**config.mk**
```make
export PLATFORM = sky130hd
export DESIGN_NAME = dmux_stream
export DESIGN_NICKNAME = d
export VERILOG_FILES = /design/src/rtl/dmux_stream.sv
export SDC_FILE = /design/constraint.sdc
export NUM_CORES = 1
export LEC_CHECK = 0
export CORE_UTILIZATION = 55
export CTS_CLUSTER_SIZE = 40
export DETAILED_ROUTE_END_ITERATION = 8
export DONT_BUFFER_PORTS = 1
export GPL_ROUTABILITY_DRIVEN = 0
export PLACE_DENSITY = 0.72
export SETUP_SLACK_MARGIN = 0.05
export SYNTH_ARGS = -nofsm -noshare
export SYNTH_HDL_FRONTEND = slang
export SYNTH_SLANG_ARGS = --single-unit
```
**constraint.sdc**
```tcl
create_clock -name CLK -period 1.7 [get_ports CLK]
set_input_delay 0.17 -clock CLK [delete_from_list [all_inputs] [get_ports CLK]]
set_output_delay 0.17 -clock CLK [all_outputs]
set_load 0.01 [all_outputs]
```
**src/rtl/dmux_stream.sv**
```systemverilog
// dmux_stream: registered 1-to-NUM_OUT stream demultiplexer with broadcast.
//
// A single holding stage takes one word from the producer and offers it to
// the addressed channel, or to every channel on broadcast. The word is held
// until every addressed consumer has taken it. Each consumer may take it on
// a different cycle.
//
// Ports:
//   CLK        system clock, rising edge
//   RESET      asynchronous active-high reset
//   IN_DATA    input payload
//   IN_SEL     destination channel index
//   IN_BCAST   1 = deliver to all channels, IN_SEL ignored
//   IN_VALID   producer has a word
//   IN_READY   stage accepts a word this cycle
//   OUT_DATA   held payload, shared by all channels
//   OUT_VALID  bit i = channel i has a pending word
//   OUT_READY  bit i = consumer i takes the word this cycle
//   ERR_SEL    sticky: an out-of-range IN_SEL was dropped
//   ERR_CLR    synchronous clear of ERR_SEL (a same-cycle drop wins)
module dmux_stream #(
    parameter int WIDTH   = 16,
    parameter int NUM_OUT = 8,
    parameter int SEL_W   = 3
) (
    input  logic               CLK,
    input  logic               RESET,
    input  logic [WIDTH-1:0]   IN_DATA,
    input  logic [SEL_W-1:0]   IN_SEL,
    input  logic               IN_BCAST,
    input  logic               IN_VALID,
    output logic               IN_READY,
    output logic [WIDTH-1:0]   OUT_DATA,
    output logic [NUM_OUT-1:0] OUT_VALID,
    input  logic [NUM_OUT-1:0] OUT_READY,
    output logic               ERR_SEL,
    input  logic               ERR_CLR
);

    // One extra bit so that NUM_OUT itself is representable when NUM_OUT
    // is an exact power of two.
    localparam logic [SEL_W:0] NUM_OUT_L = (SEL_W + 1)'(NUM_OUT);

    logic [WIDTH-1:0]   data_p0;
    logic [NUM_OUT-1:0] pend_p0;
    logic               err_sel_q;

    logic [NUM_OUT-1:0] pend_next;
    logic [NUM_OUT-1:0] sel_onehot;
    logic               accept;
    logic               sel_ok;
    logic               drop;

    // Channels whose consumer takes the word this cycle drop out of the
    // pending mask. The stage is free as soon as nothing would remain
    // pending, which lets a new word load on the cycle the last one drains.
    always_comb begin
        pend_next  = pend_p0 & ~OUT_READY;
        IN_READY   = (pend_next == '0);
        accept     = IN_VALID & IN_READY;
        sel_ok     = ({1'b0, IN_SEL} < NUM_OUT_L);
        drop       = accept & ~IN_BCAST & ~sel_ok;
        sel_onehot = {{(NUM_OUT - 1){1'b0}}, 1'b1} << IN_SEL;
    end

    // ---- stage p0: holding register and pending mask ----
    always_ff @(posedge CLK or posedge RESET) begin
        if (RESET) begin
            data_p0   <= '0;
            pend_p0   <= '0;
            err_sel_q <= 1'b0;
        end else begin
            if (accept) begin
                if (IN_BCAST) begin
                    data_p0 <= IN_DATA;
                    pend_p0 <= '1;
                end else if (sel_ok) begin
                    data_p0 <= IN_DATA;
                    pend_p0 <= sel_onehot;
                end else begin
                    // Out-of-range destination: consume the word and discard it,
                    // leaving the held data untouched.
                    pend_p0 <= '0;
                end
            end else begin
                pend_p0 <= pend_next;
            end

            // Set has priority so that a drop is never lost to a concurrent clear.
            if (drop) begin
                err_sel_q <= 1'b1;
            end else if (ERR_CLR) begin
                err_sel_q <= 1'b0;
            end
        end
    end

    assign OUT_DATA  = data_p0;
    assign OUT_VALID = pend_p0;
    assign ERR_SEL   = err_sel_q;

endmodule
```
==> results.json, run 1 <==
{
  "required_ns": 1.53,
  "avgSynthCellArea_um2": 13.5,
  "die_h_um": 46.3,
  "synthToLayoutAreaGrowth_pct": 29.4,
  "drive_above_1_share": 0.296,
  "nets": 141,
  "netlist_area_um2": 1080,
  "worstPathCellList": "nor2b_1 -> nor2_1 -> and3_1",
  "p_seq_frac": 0.452,
  "hold_violations": 0,
  "status": "complete, no violations",
  "cpLargestDelayFamily": "simple AND/OR/NAND/NOR gates",
  "placedCellCount": 109,
  "yosysUniqueCellTypes": 21,
  "fmax_ghz": 0.661,
  "port_buffers": 0,
  "setup_viol": 0,
  "postLayoutCoreUtil": 0.784,
  "grt_use_total": 0.230,
  "fin_crit_ns": 1.51,
  "ant_nets": 0,
  "slowest_stage": "dfrtp_1",
  "vias": 731,
  "skew_ns": 0.00493,
  "ys_ff_latch": 24,
  "fin_cells": 133,
  "grt_max_degree": 25,
  "grt_pass1_vias": 725,
  "cts_tree": "built",
  "viasPerCell": 5.50,
  "pwr-share-comb": 0.383,
  "fp.coreArea_um2": 1780,
  "crit_path_max_fanout": 2,
  "wirelength_um": 2240,
  "final_common_cell": "dfrtp_1",
  "dp_hpwl_um": 1340,
  "yosys_warnings": 0,
  "cts.path.max_buffers": 2,
  "max-vdd-ir-drop_mv": 1.05,
  "drtIter0Drc": 28,
  "clkTransAtPathRegs_ns": 0.13,
  "max_slew.worst_pin.slew_ns": 0.878,
  "wl_met2_um": 1120,
  "yosysTopAreaCell": "dfrtp_1",
  "cap_violations": 0,
  "p_int_w": 0.00167,
  "num_rows": 15,
  "power_density_nw_per_um2": 1780,
  "rsz0062_at_grt": "false",
  "n_fill_cell": 118,
  "seq_area_frac_synth": 0.556,
  "clk_latency_ns": 0.32,
  "wl_per_cell_um": 16.8,
  "setup_slack_ns": 0.188,
  "syn_inst": 80,
  "synth_top_area_frac": 0.556,
  "n_antenna_cell": 0,
  "drc": 0,
  "start_kind": "register",
  "slowest_delay_ns": 0.40,
  "cts_buffers": 3,
  "worstPathArrival_ns": 1.34,
  "clock-sinks": 24,
  "overflow": 0,
  "synthTopCellsByArea": "dfrtp_1 (56%), mux2_4 (17%), a31oi_1 (3.5%)",
  "antenna_found_initial": 0,
  "setup.worst_path.class": "register to output port",
  "dr_wl_met3_um": 198,
  "final.period_utilization": 0.890,
  "synth_nets": 112,
  "htree_num_levels": 1,
  "root_buffer": "clkbuf_4",
  "finalMaxSlewViolations": 0,
  "fin_tns_setup_ns": 0,
  "final_cell_mix": "dfrtp_1 (24), dlygate4sd3_1 (18), mux2_4 (12)",
  "met1Wirelength_um": 860,
  "holdWs_ns": 0.00513,
  "switchingPower_w": 0.000818,
  "maxSlewHeadroom": 0.414,
  "ios": 58,
  "initial_core_util": 0.606,
  "grt_pass1_wl_um": 3250,
  "drt_first_pass_iters": 4,
  "top_layer": "met4",
  "p_clk_frac": 0.165,
  "fp.dieW_um": 46.3,
  "hold_path_class": "primary input to register",
  "pre_cts_slack_ns": 0.0455,
  "crit_buf_inv": 0,
  "leakagePower_nw": 0.666,
  "switching_share": 0.329,
  "cp-end-kind": "output port",
  "die_area_um2": 2140,
  "postCtsResizedCells": 0
}
[kinds of logic after synthesis]
logic type,count (synthesis),synth area share
DFF,24,0.556
buffers and inverters,9,0.0487
AOI/OAI and AO/OA,17,0.0962
other,1,0.00347
and+or+nand+nor,13,0.0869
muxes,16,0.209
[cell type report]
class | count | area (µm²) | share of cell area
clock inverter | 1 | 30.0 | 0.0215
timing repair buffer | 28 | 268 | 0.192
clock buffer | 3 | 22.5 | 0.0161
multi-input combinational | 47 | 427 | 0.305
inverter | 5 | 18.8 | 0.0134
sequential | 24 | 601 | 0.430
tap | 25 | 31.3 | 0.0224
[cell usage after synthesis (all sizes together)]
library cell   n
a21oi          3
a31oi          6
and3           1
and4           1
buf            4
conb           1
dfrtp         24
inv            5
mux2          16
nand2          1
nand2b         4
nand4          1
nor2           2
nor2b          3
o21ai          5
o21bai         3
[power by group through the flow]
stage	combinational, W	clock (W)	sequential [W]
3_3_place_gp	0.000833	0	0.00112
6_report	0.000952	0.000412	0.00113
2_1_floorplan	0.000661	0	0.00113
4_1_cts	0.000943	0.000412	0.00112
5_1_grt	0.00102	0.000444	0.00116
3_5_place_dp	0.000846	0	0.00114
[final timing paths]
kind,startpoint,to,slack [ns],cells after the start
setup reg to reg,OUT_VALID[5],OUT_DATA[3],0.20,5
max in group asynchronous,RESET,OUT_VALID[6],0.70,2
setup / recovery,OUT_VALID[5],IN_READY,0.19,3
min in group asynchronous,RESET,OUT_DATA[11],0.46,2
hold reg to reg,OUT_VALID[1],OUT_VALID[1],0.54,2
hold / removal,IN_BCAST,OUT_VALID[6],0.005,2
[stage by stage]
stage	total power, W	area [µm²]
6_report	0.00249	1400
5_1_grt	0.00262	1400
4_1_cts	0.00248	1390
3_5_place_dp	0.00198	1140
3_3_place_gp	0.00195	1140
2_1_floorplan	0.00179	1080
[state kept, by name (all words and copies together), names as in the netlist]
signal / flops
OUT_DATA: 16
OUT_VALID: 8
[routing by layer]
layer | GRT usage | vias to the layer above
li1 | - | 334
met1 | 0.281 | 347
met4 | 0.141 | 0
met3 | 0.0549 | 6
met5 | 0 | -
met2 | 0.364 | 44
[what timing repair did]
action / CTS / global route
endpoints found under the hold margin: 40 / 2
hold buffers: 17 / 1
buffers inserted: 2 / 0
endpoints found under the setup margin: 16 / 0
(Power assumes the default switching activity.)
==> inputs of run 2 (changes only) <==
- MAX_ROUTING_LAYER: default -> met4
==> run 2 against run 1 <==
Final area is the same. Sequential share of layout area is the same. Routed wire length is essentially flat. Worst setup slack gained 0.0019 ns. Die area is the same. Clock power is essentially flat. Critical path type unchanged. Critical endpoint unchanged. Largest cell class unchanged. Highest routed layer unchanged.
==> results.json, run 2 (synthesized netlist as in run 1, its figures left out) <==
{
  "status": "complete, no violations",
  "dp_hpwl_um": 1340,
  "grt_pass1_vias": 726,
  "cp-end-kind": "output port",
  "worstPathArrival_ns": 1.34,
  "drtIter0Drc": 28,
  "nets": 141,
  "p_int_w": 0.00167,
  "grt_pass1_wl_um": 3260,
  "rsz0062_at_grt": "false",
  "vias": 731,
  "num_rows": 15,
  "max-vdd-ir-drop_mv": 1.04,
  "drive_above_1_share": 0.296,
  "final_common_cell": "dfrtp_1",
  "max_slew.worst_pin.slew_ns": 0.872,
  "switchingPower_w": 0.000818,
  "root_buffer": "clkbuf_4",
  "p_seq_frac": 0.452,
  "fp.coreArea_um2": 1780,
  "r2r_start": "OUT_VALID[5]",
  "hold_path_end": "OUT_VALID[6]",
  "die_h_um": 46.3,
  "setup.worst_path.class": "register to output port",
  "port_buffers": 0,
  "hold_violations": 0,
  "clkTransAtPathRegs_ns": 0.13,
  "antenna_found_initial": 0,
  "final_cell_mix": "dfrtp_1 (24), dlygate4sd3_1 (18), mux2_4 (12)",
  "die_area_um2": 2140,
  "rrSetupSlack_ns": 0.20,
  "htree_num_levels": 1,
  "finalMaxSlewViolations": 0,
  "hold_path_class": "primary input to register",
  "fin_crit_ns": 1.51,
  "clock-sinks": 24,
  "worstPathCellList": "nor2b_1 -> nor2_1 -> and3_1",
  "pwr-share-comb": 0.383,
  "initial_core_util": 0.606,
  "ant_nets": 0,
  "reg2reg_to": "OUT_DATA[3]",
  "holdWs_ns": 0.00669,
  "hold_depth": 2,
  "cts.path.max_buffers": 2,
  "wl_per_cell_um": 16.8,
  "leakagePower_nw": 0.666,
  "ios": 58,
  "final.period_utilization": 0.889,
  "cts_tree": "built",
  "required_ns": 1.53,
  "grt_use_total": 0.237,
  "clk_latency_ns": 0.32,
  "start_kind": "register",
  "skew_ns": 0.00545,
  "drt_first_pass_iters": 4,
  "p_clk_frac": 0.165,
  "wirelength_um": 2240,
  "power_density_nw_per_um2": 1780,
  "n_antenna_cell": 0,
  "placedCellCount": 109,
  "fin_cells": 133,
  "r2r.worst_path.cells": 5,
  "synthToLayoutAreaGrowth_pct": 29.4,
  "grt_max_degree": 25,
  "largest_reg_flops": 16,
  "setup_viol": 0,
  "fin_tns_setup_ns": 0,
  "maxSlewHeadroom": 0.418,
  "cap_violations": 0,
  "switching_share": 0.329,
  "viasPerCell": 5.50,
  "slowest_stage": "dfrtp_1",
  "power_w": 0.00249,
  "fp.dieW_um": 46.3,
  "cts_buffers": 3,
  "crit_path_max_fanout": 2,
  "drc": 0,
  "n_fill_cell": 118,
  "min_from": "IN_BCAST",
  "slowest_delay_ns": 0.40,
  "fmax_ghz": 0.662,
  "overflow": 0
}
-- run 2: timing repair --
| action | CTS | global route |
|---|---|---|
| endpoints found under the hold margin | 40 | 2 |
| gates resized for setup | 0 | 0 |
| hold buffers | 17 | 1 |
| setup buffers | 2 | 0 |
| endpoints found under the setup margin | 16 | 0 |
-- run 2: power groups by stage --
stage / Combinational [W] / Sequential (W) / Clock (W)
floorplan: 0.000661 / 0.00113 / 0
global placement: 0.000833 / 0.00112 / 0
detailed placement: 0.000846 / 0.00114 / 0
CTS: 0.000943 / 0.00112 / 0.000412
global route: 0.00102 / 0.00116 / 0.000444
finish: 0.000952 / 0.00113 / 0.000411
-- run 2: worst max-delay path, delay by kind of cell, from the launching register on --
family / cells / cell delay [ns]
AND/OR/NAND/NOR: 3 / 0.63
flip-flops: 1 / 0.40
-- run 2: area by class of cell --
cell class                      count  area [µm²]  share of cell area
Sequential cell                    24         601               0.430
Clock buffer                        3        22.5              0.0161
Multi-Input combinational cell     47         427               0.305
Clock inverter                      1        30.0              0.0215
Tap cell                           25        31.3              0.0224
Timing Repair Buffer               28         268               0.192
Inverter                            5        18.8              0.0134
-- run 2: per-stage QoR --
stage / util / setup WS (ns) / cell area, µm²
after global routing: 0.784 / 0.0906 / 1400
after floorplan: - / 0.217 / 1080
after global placement: 0.638 / 0.0776 / 1140
final: 0.784 / 0.189 / 1400
after detailed placement: 0.638 / 0.0455 / 1140
after CTS: 0.778 / 0.206 / 1390
-- run 2: how the worst max path moves through the flow --
stage	start	end	slack (ns)	cells past startpoint
after floorplan	OUT_VALID[5]	OUT_DATA[0]	0.22	5
after global placement	OUT_VALID[5]	OUT_DATA[3]	0.08	4
after detailed placement	OUT_VALID[5]	OUT_DATA[3]	0.05	4
after CTS	OUT_VALID[5]	IN_READY	0.21	3
after global routing	OUT_VALID[5]	IN_READY	0.09	3
final	OUT_VALID[5]	IN_READY	0.19	3
-- run 2: metal layers --
layer / GRT usage / wire length, µm
met5: - / 0
met1: 0.286 / 868
met2: 0.364 / 1120
met4: 0.141 / 57
met3: 0.0471 / 189
==> RTL change: new RTL, settings of run 2 <==
The parameter `SEL_W` goes from 3 to 2.
--- a/src/rtl/dmux_stream.sv
+++ b/src/rtl/dmux_stream.sv
@@ -21,7 +21,7 @@
 module dmux_stream #(
     parameter int WIDTH   = 16,
     parameter int NUM_OUT = 8,
-    parameter int SEL_W   = 3
+    parameter int SEL_W   = 2
 ) (
     input  logic               CLK,
     input  logic               RESET,
Ports: changed (resized IN_SEL); port bits go from 58 to 57. No check against the original RTL was run, so the function may have changed too.
==> RTL change against run 2 <==
Cell area fell by 4.6%. Worst setup slack got worse by 0.10 ns. Sequential cell count rose by 1. Utilization fell by 2.0 points. Global-route usage fell by 2.5 points. Power fell by 18%. Die area fell by 3.1%. Via count fell by 12%. Count of clock-buffer cells in the layout rose by 1. Area after synthesis fell by 3.2%. Wire length fell by 14%. Register-to-register slack got worse by 0.08 ns. Critical path depth rose by 1. Critical path type unchanged.
==> RTL change: results (changes against run 2) <==
Outcome
  • Status: completed

Setup path
  • Origin of the critical flop-to-flop path: OUT_VALID[6]
  • R2r endpoint: OUT_DATA[0]
  • Max incr delay on CP: 0.45 ns (+0.05 ns)
  • Worst Path Max Fanout: 3 (+1)

Layout
  • Final Instance Area: 0.00133 mm^2 (-4.6%)
  • Fillcell total: 122 (+3.4%)
  • Share of layout cells above drive strength 1: 0.361 (+0.0645)
  • # nets final: 129 (-8.5%)

Logic synthesis
  • Syn nets: 101 (-9.8%)
  • Synth top area cells: dfrtp_1, mux2_4, mux2_2
  • Top cells by count, synth: dfrtp_1, nand2_1, mux2_4, mux2_2, nand2b_1
  • Unique masters post-synth: 15 (-29%)
  • Sequential element share of the synthesized area: 0.599 (+0.0426)

Detailed routing
  • Total wire length: 1910 um (-14%)
  • DRT iter0 DRCs: 3 (-89%)
  • Vias per cell: 5.25 (-4.6%)

Timing
  • Clock Skews: 0.00495 ns (-0.000507 ns)
  • Slew @ Worst Pin: 0.607 ns (-0.265 ns)

Global route
  • Largest net degree at the start of global routing: 17 (-32%)
  • Overall routing resource usage: 0.212 (-0.0246)
  • First-pass GRT wire length: 2880 um (-12%)

Power
  • LEAKAGE: 0.000647 uW (-2.9%)
  • Maximum vdd drop: 1.12 mV (+7.4%)

Clock network
  • # Post-CTS Setup Buffers: 0 (-2)

Placed design
  • Post-DP Area: 0.00113 mm^2 (-0.44%)
RTL change: cell count changes after synthesis, moves of 3 or more:
cell / before / now
a31oi_1: 6 / 0
mux2_2: 3 / 6
nand2_1: 1 / 11
nand2b_2: 0 / 3
nor2b_1: 3 / 0
o21ai_1: 5 / 0
o21bai_1: 3 / 0
RTL change: timing repair:
| item | 4_1_cts | 5_1_grt |
|---|---|---|
| setup endpoints to repair | 1 | 8 |
| resized for setup | 1 | 0 |
| cloned | 0 | 0 |
| hold endpoints to repair | 30 | 1 |
| hold buffers | 16 | 1 |
RTL change: metrics by stage:
stage                     hold slack, ns  setup WS (ns)  std cells
after floorplan                    0.197         0.0317         70
after global placement             0.146          0.154        101
after detailed placement           0.160          0.128        101
after CTS                        0.00215         0.0730        121
after global routing             0.00177         0.0198        122
final                             0.0201         0.0889        122
RTL change: layout make-up:
cell class | instances | area [um^2] | share of cell area
Clock buffer | 4 | 26.3 | 0.0197
Inverter | 3 | 11.3 | 0.00844
Multi-Input combinational cell | 40 | 397 | 0.297
Sequential cell | 25 | 626 | 0.469
Tap cell | 25 | 31.3 | 0.0235
Timing Repair Buffer | 25 | 243 | 0.182
RTL change: power breakdown:
part | internal [uW] | switching [uW]
logic | 403 | 239
registers | 851 | 294
clock network | 91.6 | 159
total | 1350 | 692
RTL change: cell families after synthesis:
logic type,after synthesis,synth area share
AO/OA/AOI/OAI,1,0.00958
buffers and inverters,5,0.0287
flip-flops,25,0.599
multiplexers,16,0.208
AND/OR/NAND/NOR,23,0.154
RTL change: worst min-delay path by stage:
stage / startpoint / endpoint / slack, ns / cells past startpoint
finish: IN_VALID / ERR_SEL / 0.02 / 1
global route: IN_VALID / ERR_SEL / 0.002 / 1
CTS: IN_DATA[2] / OUT_DATA[2] / 0.002 / 1
detailed placement: RESET / OUT_VALID[5] / 0.16 / 1
global placement: RESET / OUT_DATA[12] / 0.15 / 1
floorplan: RESET / ERR_SEL / 0.20 / 1
RTL change: layer usage:
metal	vias to the layer above	GRT usage	wire, um
li1	292	-	-
met1	317	0.244	742
met2	29	0.351	1020
met3	2	0.0595	137
met4	0	0.0788	14
met5	-	-	0
